<file path="config.mk">
export PLATFORM = sky130hd
export DESIGN_NAME = alu_wb_stage_flat
export DESIGN_NICKNAME = d
export VERILOG_FILES = /design/src/rtl/alu_wb_stage_if.sv /design/src/rtl/alu_wb_stage.sv /design/src/flat_wrapper.sv
export SDC_FILE = /design/constraint.sdc
export NUM_CORES = 1
export LEC_CHECK = 0
export ABC_AREA = 1
export BUFFER_PORTS_ARGS = -buffer_cell sky130_fd_sc_hd__buf_4
export CORE_MARGIN = 2
export CORE_UTILIZATION = 47
export DETAILED_ROUTE_END_ITERATION = 10
export PLACE_DENSITY_LB_ADDON = 0.3
export SLEW_MARGIN = 20
export SYNTH_ARGS = -nofsm -noshare
export SYNTH_HDL_FRONTEND = slang
export SYNTH_SLANG_ARGS = --single-unit
</file>
<file path="constraint.sdc">
create_clock -name clk -period 2.5 [get_ports clk]
set_input_delay 0.125 -clock clk [delete_from_list [all_inputs] [get_ports clk]]
set_output_delay 0.125 -clock clk [all_outputs]
set_load 0.005 [all_outputs]
</file>
<file path="src/rtl/alu_wb_stage_if.sv">
// EX->WB stage bus: EX op handshake, load data return,
// register-file write port and pending-load tag.
interface alu_wb_stage_if #(
    parameter int XLEN   = 32,
    parameter int REG_AW = 5
);
    logic              ex_valid;
    logic              ex_ready;
    logic [1:0]        ex_wb_sel;
    logic [REG_AW-1:0] ex_rd;
    logic [XLEN-1:0]   ex_alu_result;
    logic [XLEN-1:0]   ex_pc;
    logic [2:0]        ex_funct3;
    logic              mem_rvalid;
    logic [XLEN-1:0]   mem_rdata;
    logic              rf_we;
    logic [REG_AW-1:0] rf_waddr;
    logic [XLEN-1:0]   rf_wdata;
    logic              ld_pending;
    logic [REG_AW-1:0] ld_rd;

    modport master (
        output ex_valid, ex_wb_sel, ex_rd,
        output ex_alu_result, ex_pc, ex_funct3,
        output mem_rvalid, mem_rdata,
        input  ex_ready, rf_we, rf_waddr, rf_wdata,
        input  ld_pending, ld_rd
    );

    modport slave (
        input  ex_valid, ex_wb_sel, ex_rd,
        input  ex_alu_result, ex_pc, ex_funct3,
        input  mem_rvalid, mem_rdata,
        output ex_ready, rf_we, rf_waddr, rf_wdata,
        output ld_pending, ld_rd
    );
endinterface

</file>
<file path="src/rtl/alu_wb_stage.sv">
// EX->WB stage: selects ALU/pc+4/load writeback, waits for load
// data and extends it, drives the register-file write port.
module alu_wb_stage #(
    parameter int XLEN   = 32,
    parameter int REG_AW = 5
) (
    input logic         clk,
    input logic         rst,
    alu_wb_stage_if.slave bus
);
    typedef enum logic [1:0] {
        S_IDLE  = 2'd0,
        S_WRITE = 2'd1,
        S_WAIT  = 2'd2
    } state_t;

    state_t r_state;
    state_t w_state_nxt;

    logic              r_we;
    logic [REG_AW-1:0] r_waddr;
    logic [XLEN-1:0]   r_wdata;
    logic              r_ld_pend;
    logic [REG_AW-1:0] r_ld_rd;
    logic [2:0]        r_ld_f3;
    logic [1:0]        r_ld_off;

    logic              w_ex_ready;
    logic              w_accept;
    logic              w_ld_start;
    logic              w_ld_done;
    logic              w_we_nxt;
    logic [REG_AW-1:0] w_waddr_nxt;
    logic [XLEN-1:0]   w_wdata_nxt;
    logic [XLEN-1:0]   w_ld_data;

    function automatic logic [XLEN-1:0] f_extend(
        input logic [2:0]      f3,
        input logic [1:0]      off,
        input logic [XLEN-1:0] d
    );
        logic [7:0]  b;
        logic [15:0] h;
        b = d[{off, 3'b000} +: 8];
        h = d[{off[1], 4'b0000} +: 16];
        case (f3)
            3'b000:  f_extend = {{(XLEN-8){b[7]}}, b};
            3'b100:  f_extend = {{(XLEN-8){1'b0}}, b};
            3'b001:  f_extend = {{(XLEN-16){h[15]}}, h};
            3'b101:  f_extend = {{(XLEN-16){1'b0}}, h};
            default: f_extend = d;
        endcase
    endfunction

    assign w_ld_data = f_extend(r_ld_f3, r_ld_off, bus.mem_rdata);

    always_ff @(posedge clk) begin
        if (rst) r_state <= S_IDLE;
        else     r_state <= w_state_nxt;
    end

    always_comb begin
        w_state_nxt = r_state;
        unique case (r_state)
            S_IDLE, S_WRITE: begin
                if (!w_accept)
                    w_state_nxt = S_IDLE;
                else if (bus.ex_wb_sel == 2'b10)
                    w_state_nxt = S_WAIT;
                else
                    w_state_nxt = S_WRITE;
            end
            S_WAIT: begin
                if (bus.mem_rvalid) w_state_nxt = S_WRITE;
            end
            default: w_state_nxt = S_IDLE;
        endcase
    end

    always_comb begin
        w_ex_ready  = (r_state != S_WAIT);
        w_accept    = bus.ex_valid & w_ex_ready;
        w_ld_start  = w_accept & (bus.ex_wb_sel == 2'b10);
        w_ld_done   = (r_state == S_WAIT) & bus.mem_rvalid;
        w_we_nxt    = 1'b0;
        w_waddr_nxt = r_waddr;
        w_wdata_nxt = r_wdata;
        if (w_ld_done) begin
            if (r_ld_rd != '0) begin
                w_we_nxt    = 1'b1;
                w_waddr_nxt = r_ld_rd;
                w_wdata_nxt = w_ld_data;
            end
        end else if (w_accept && bus.ex_rd != '0) begin
            // no-writeback and load ops leave the port idle here
            unique case (bus.ex_wb_sel)
                2'b00: begin
                    w_we_nxt    = 1'b1;
                    w_waddr_nxt = bus.ex_rd;
                    w_wdata_nxt = bus.ex_alu_result;
                end
                2'b01: begin
                    w_we_nxt    = 1'b1;
                    w_waddr_nxt = bus.ex_rd;
                    w_wdata_nxt = bus.ex_pc + XLEN'(4);
                end
                default: ;
            endcase
        end
    end

    always_ff @(posedge clk) begin
        if (rst) begin
            r_we      <= 1'b0;
            r_waddr   <= '0;
            r_wdata   <= '0;
            r_ld_pend <= 1'b0;
            r_ld_rd   <= '0;
            r_ld_f3   <= '0;
            r_ld_off  <= '0;
        end else begin
            r_we    <= w_we_nxt;
            r_waddr <= w_waddr_nxt;
            r_wdata <= w_wdata_nxt;
            if (w_ld_start) begin
                r_ld_pend <= (bus.ex_rd != '0);
                r_ld_rd   <= bus.ex_rd;
                r_ld_f3   <= bus.ex_funct3;
                r_ld_off  <= bus.ex_alu_result[1:0];
            end else if (w_ld_done) begin
                r_ld_pend <= 1'b0;
                r_ld_rd   <= '0;
            end
        end
    end

    assign bus.ex_ready   = w_ex_ready;
    assign bus.rf_we      = r_we;
    assign bus.rf_waddr   = r_waddr;
    assign bus.rf_wdata   = r_wdata;
    assign bus.ld_pending = r_ld_pend;
    assign bus.ld_rd      = r_ld_rd;
endmodule

</file>
<file path="src/flat_wrapper.sv">
// flat-port wrapper written by rule: the top's interface ports become plain ports
module alu_wb_stage_flat 
#(
    parameter int XLEN   = 32,
    parameter int REG_AW = 5
)
  (clk, rst, bus_ex_valid, bus_ex_wb_sel, bus_ex_rd, bus_ex_alu_result, bus_ex_pc, bus_ex_funct3, bus_mem_rvalid, bus_mem_rdata, bus_ex_ready, bus_rf_we, bus_rf_waddr, bus_rf_wdata, bus_ld_pending, bus_ld_rd);
  alu_wb_stage_if #(.XLEN(XLEN), .REG_AW(REG_AW)) bus_i ();
  input logic clk;
  input logic rst;
  input wire logic [$bits(bus_i.ex_valid)-1:0] bus_ex_valid;
  input wire logic [$bits(bus_i.ex_wb_sel)-1:0] bus_ex_wb_sel;
  input wire logic [$bits(bus_i.ex_rd)-1:0] bus_ex_rd;
  input wire logic [$bits(bus_i.ex_alu_result)-1:0] bus_ex_alu_result;
  input wire logic [$bits(bus_i.ex_pc)-1:0] bus_ex_pc;
  input wire logic [$bits(bus_i.ex_funct3)-1:0] bus_ex_funct3;
  input wire logic [$bits(bus_i.mem_rvalid)-1:0] bus_mem_rvalid;
  input wire logic [$bits(bus_i.mem_rdata)-1:0] bus_mem_rdata;
  output wire logic [$bits(bus_i.ex_ready)-1:0] bus_ex_ready;
  output wire logic [$bits(bus_i.rf_we)-1:0] bus_rf_we;
  output wire logic [$bits(bus_i.rf_waddr)-1:0] bus_rf_waddr;
  output wire logic [$bits(bus_i.rf_wdata)-1:0] bus_rf_wdata;
  output wire logic [$bits(bus_i.ld_pending)-1:0] bus_ld_pending;
  output wire logic [$bits(bus_i.ld_rd)-1:0] bus_ld_rd;
  assign bus_i.ex_valid = bus_ex_valid;
  assign bus_i.ex_wb_sel = bus_ex_wb_sel;
  assign bus_i.ex_rd = bus_ex_rd;
  assign bus_i.ex_alu_result = bus_ex_alu_result;
  assign bus_i.ex_pc = bus_ex_pc;
  assign bus_i.ex_funct3 = bus_ex_funct3;
  assign bus_i.mem_rvalid = bus_mem_rvalid;
  assign bus_i.mem_rdata = bus_mem_rdata;
  assign bus_ex_ready = bus_i.ex_ready;
  assign bus_rf_we = bus_i.rf_we;
  assign bus_rf_waddr = bus_i.rf_waddr;
  assign bus_rf_wdata = bus_i.rf_wdata;
  assign bus_ld_pending = bus_i.ld_pending;
  assign bus_ld_rd = bus_i.ld_rd;
  alu_wb_stage #(.XLEN(XLEN), .REG_AW(REG_AW)) u_core (.clk(clk), .rst(rst), .bus(bus_i));
endmodule
</file>
# == Word level (Yosys, flattened, before mapping) ==
# Index checks and enable logic that the tools add are counted.
# op_classes
addsub,1
eq_ne,10
n_shift,2
n_mux,21
n_bitwise,3
n_reduce_logical,14
# ops
cell,n
$pmux 32 s4,1
$mux 32,3
$pmux 32 s2,1
$add 32x3->32 const B,1
$shiftx 32x6->16,1
$shiftx 32x6->8,1
$mux 5,6
$reduce_bool 5->1,2
$eq 3x3->1 const B,2
$mux 1,6
$mux 2,3
$ne 2x2->1 const B,3
$reduce_and 3->1,2
$reduce_bool 2->1,3
$eq 2x1->1 const B,2
$eq 2x2->1 const B,2
$logic_not 2->1,2
$pmux 2 s2,1
$reduce_or 2->1,2
$and 1x1->1,3
$eq 3x1->1 const B,1
$logic_not 3->1,1
$reduce_bool 3->1,1
$logic_and 1x1->1,1
# word_totals
ff_bits,51
in_bits,110
output_inout_bits,45

# == Logic depth before layout (Yosys ltp) ==
# depth
ltp_word,5
ltp_mapped,13
ltp_nobuf,12

# == Worst setup path after synthesis ==
# OpenSTA, ideal clock, no wires.
# synth_timing
kind,register to register
from,register u_core.r_ld_f3[1]
to,"register u_core.r_wdata[18], in the netlist u_core.bus.rf_wdata[18]"
setup_ns,0.112
t_arrival_ns,1.207
required_ns,2.388
setup_slack_ns,1.181
path_stages_with_launch,12
path_buffers,2
path_cell_list,dfxtp_1 -> buf_2 -> nor2_4 -> nand2_1 -> nor2_1 -> nor2_2 -> buf_6 -> nand3_1 -> nand2_1 -> clkinv_1 -> nand2_1 -> nand2_1
# synth_between
elab_chain_cells,4
# synth_lines
element,line_no,rtl
start: declaration,alu_wb_stage.sv:25,logic [2:0] r_ld_f3;
start signal: assignment,alu_wb_stage.sv:128,r_ld_f3 <= bus.ex_funct3;
$eq 3x3->1 (tied with other cells),alu_wb_stage.sv:46,case (f3)
$pmux 32 s4 *,alu_wb_stage.sv:46,
$mux 32 *,alu_wb_stage.sv:89,if (r_ld_rd != '0) begin
$mux 32 *,alu_wb_stage.sv:88,if (w_ld_done) begin
end signal: assignment,alu_wb_stage.sv:124,r_wdata <= w_wdata_nxt;
end: declaration,alu_wb_stage.sv:22,logic [XLEN-1:0] r_wdata;
# Mark *: on every way between the ends. The rest lies on a longest branch, timed or not. The select of a mux whose other input is x is not followed.
# A chain may end at the register's enable or synchronous reset.

# == Worst setup path in the final report ==
# layout_timing
from,register u_core.r_ld_off[1]
to,"register u_core.r_wdata[22], in the netlist u_core.bus.rf_wdata[22]"
# layout_between
elab_chain_cells,4
# layout_lines
element,line_no,rtl
start: declaration,alu_wb_stage.sv:26,logic [1:0] r_ld_off;
start signal: assignment,alu_wb_stage.sv:129,r_ld_off <= bus.ex_alu_result[1:0];
$shiftx 32x6->16 or $shiftx 32x6->8 (tied branches),"alu_wb_stage.sv:45, alu_wb_stage.sv:44",
$pmux 32 s4 *,alu_wb_stage.sv:46,
$mux 32 *,alu_wb_stage.sv:89,
$mux 32 *,alu_wb_stage.sv:88,
# Marked as above.

==> metrics <==
Final Skew=around 0.014 ns; DRT Wirelength=around 15000 microns; Worst Hold Launch=rst; slew at the pin with the worst max-slew slack=0.560 ns; vias in the first global route=~5000; Hold Crit Class=primary input to flop; DIE WIDTH=97 microns; Clock power frac=0.288; initial antenna violation count=0; core area=between 8000 and 9000 sq um; Final Cycle Share=0.842; Longest Clk Path Bufs=2; Layout fillers=between 800 and 900; Remaining DRCs=0; final setup TNS=0 ns; Post-synth EDFFs=0; CTS Buf Count=5; setup bufs post-CTS=0; reg-to-reg endpoint=u_core.bus.rf_wdata[22]$_SDFFE_PP0P_; clk sinks=a little over 50; final hold violation count=0; Wirelength per Cell=14.8 microns; # port buffers=between 150 and 200; sw power=roughly 0.7 mW; Final Setup Violations=0; Rel. slew slack=0.626; post-route minimum period=around 2.1 ns; Post-DP HPWL=between 10000 and 15000 microns; nets=roughly 1000; ys flop type=dfxtp_1; DR vias/cell=around 5.3; FF-to-FF Start=u_core.r_ld_off[1]$_SDFFE_PP0P_; Reg2Reg Setup Slack=between 0.3 and 0.4 ns; initial DRC count=293; Mapped Nets=860; Multi-input gate area=roughly 2600 sq um; Max FO, Critical Path=17; Syn Std Cell Area=between 4000 and 5000 sq um; Ys Warns=0; CTS root buf=clkbuf_8; switching power share of the total=0.326; largest net degree at the start of global routing=29; die height=97 microns; Synth area leader=nand2_1; crit path DAT=around 2.3 ns; Congestion Overflow GR=0; Post-synth ARST share=0; RSZ-0062 raised after global routing=no; H-tree depth=2; Seq cells post-synth=51; length of the first detailed-routing pass in iterations=5; area delta synth->final=32.7%; Fmax achieved=approximately 470 MHz; Tot GR Track Use=0.306; hold endpoint=u_core.bus.ld_rd[4]$_SDFFE_PP0P_; mean area per synthesized cell=5.43 sq um; Int Power=between 1 and 1.5 mW; Power Density=about 400 nW/um^2; Antenna Violating Nets Remaining=0; Max-Cap Viols=0; Hold Buf Count CTS=0; r2r worst-path depth=10; routability cong.=between 0.9 and 1; CTS tree=yes; final hold slack=0.0469 ns; Worst IR Drop VDD=between 0.3 and 0.4 mV; Worst-Skew Late Latency=0.32 ns; share of cells above drive strength 1=0.215; post-synthesis sequential area ratio=0.251; Required @ worst endpoint=~2.7 ns; post-cts resize count=0; Setup Crit Path Kind=flop to flop; Syn Inst Count=~750; Synth area leaders=nand2_1, dfxtp_1, nand3_1; io pins=roughly 160; Comb pwr share=0.293; startpoint types=flop; outcome=finished clean; Via Count=about 5200; Hold Crit Depth=2; antenna diode count=0; row cnt=33; post-synth cell types=35; clk slew on worst S/H paths=0.11 ns; crit end category=flop; Die Area=between 9000 and 10000 sq um; effective utilization at floorplan=0.490; Pins Over Slew Limit=0; first-pass GRT wire length=about 24000 microns; Sequential cell area=between 1000 and 1500 sq um; sequential power share=0.419; Synth top area share=0.283; static leakage=2.84 nW
-- metal layers --
metal / up-vias / global-route usage / share of wire
met5: - / 0 / 0
met3: 36 / 0.0520 / 0.067
met2: 225 / 0.534 / 0.48
met1: 2331 / 0.369 / 0.42
met4: 0 / 0.133 / 0.037
li1: 2637 / - / -
-- layout by cell type, fill, tap and decap left out, drive strengths merged, types with 3 or more instances in the layout --
cell type | synthesis | final
dfxtp | 51 | 51
o211ai | 7 | 7
buf | 17 | 163
a21oi | 36 | 36
a31oi | 5 | 5
nand3 | 67 | 67
o21ai | 52 | 52
nand2 | 309 | 309
nor2 | 81 | 81
clkinv | 3 | 3
o21bai | 9 | 9
a22oi | 3 | 3
inv | 82 | 83
clkbuf | 12 | 5
-- metrics by stage --
step / utilization / setup WS, ns / instance area [sq um] / cells / power (mW)
final: 0.650 / 0.394 / 5390 / 996 / 2.15
after global routing: 0.650 / 0.215 / 5390 / 996 / 2.26
after CTS: 0.650 / 0.454 / 5390 / 996 / 2.15
after detailed placement: 0.636 / 0.476 / 5280 / 988 / 1.54
after global placement: 0.636 / 0.445 / 5280 / 988 / 1.54
after floorplan: - / 1.18 / 4070 / 749 / 1.22
-- Yosys cell counts, types with 2 or more instances --
cell,number
a21oi_1,36
a22oi_1,3
a31oi_1,5
and2_1,2
buf_2,12
buf_4,3
clkbuf_1,12
clkinv_1,3
dfxtp_1,51
inv_1,74
inv_2,8
nand2_1,307
nand3_1,67
nand3b_1,2
nand4_1,2
nor2_1,72
nor2_2,5
nor2_4,4
o211ai_1,7
o21ai_0,50
o21bai_1,9
xnor2_1,2
-- flip-flops by register name (all words and copies together), names as in the netlist --
name	cells
u_core.bus.rf_waddr	5
u_core.r_ld_f3	3
u_core.r_state	2
u_core.bus.rf_we	1
u_core.r_ld_off	2
u_core.bus.ld_rd	5
u_core.bus.ld_pending	1
u_core.bus.rf_wdata	32
-- how the worst max path moves through the flow --
stage | cells after the start | slack (ns) | endpoint | from
final | 10 | 0.39 | u_core.bus.rf_wdata[22]$_SDFFE_PP0P_ | u_core.r_ld_off[1]$_SDFFE_PP0P_
after global routing | 10 | 0.22 | u_core.bus.rf_wdata[23]$_SDFFE_PP0P_ | u_core.r_ld_off[1]$_SDFFE_PP0P_
after CTS | 10 | 0.45 | u_core.bus.rf_wdata[18]$_SDFFE_PP0P_ | u_core.r_ld_off[1]$_SDFFE_PP0P_
after detailed placement | 10 | 0.48 | u_core.bus.rf_wdata[22]$_SDFFE_PP0P_ | u_core.r_ld_off[1]$_SDFFE_PP0P_
after global placement | 10 | 0.44 | u_core.bus.rf_wdata[22]$_SDFFE_PP0P_ | u_core.r_ld_off[1]$_SDFFE_PP0P_
after floorplan | 11 | 1.18 | u_core.bus.rf_wdata[18]$_SDFFE_PP0P_ | u_core.r_ld_f3[1]$_SDFFE_PP0P_
-- worst max-delay path: stages (launching register included) --
cell and delay [ns]:
dfxtp_1 0.68, inv_2 0.21, nand3_1 0.13, nand2_1 0.08, nand2_1 0.24, buf_4 0.28
nand3_1 0.11, nand2_1 0.12, clkinv_1 0.06, nand2_1 0.06, nand2_1 0.04
-- power by group through the flow --
stage | combinational [mW] | clock (mW) | sequential [mW]
after detailed placement | 0.624 | 0 | 0.918
after global routing | 0.698 | 0.659 | 0.906
after floorplan | 0.311 | 0 | 0.910
after global placement | 0.619 | 0 | 0.918
final | 0.631 | 0.621 | 0.901
after CTS | 0.627 | 0.625 | 0.900
-- final cells by class --
class / count / area share
Multi-Input combinational cell: 584 / 0.479
Timing Repair Buffer: 163 / 0.227
Sequential cell: 51 / 0.189
Inverter: 85 / 0.0592
Tap cell: 105 / 0.0244
Clock buffer: 5 / 0.0128
Clock inverter: 3 / 0.00858
-- logic make-up (layout without fill, tap and decap cells) --
| family | count (synthesis) | after routing | synth area share |
|---|---|---|---|
| XOR/XNOR | 3 | 3 | 0.00646 |
| adder cells (fa/ha/maj) | 1 | 1 | 0.00308 |
| AND/OR/NAND/NOR | 465 | 465 | 0.468 |
| AO/OA/AOI/OAI | 115 | 115 | 0.158 |
| buffers and inverters | 114 | 256 | 0.114 |
| flip-flops | 51 | 51 | 0.251 |
Note: power is estimated with default switching activity, not from simulation.
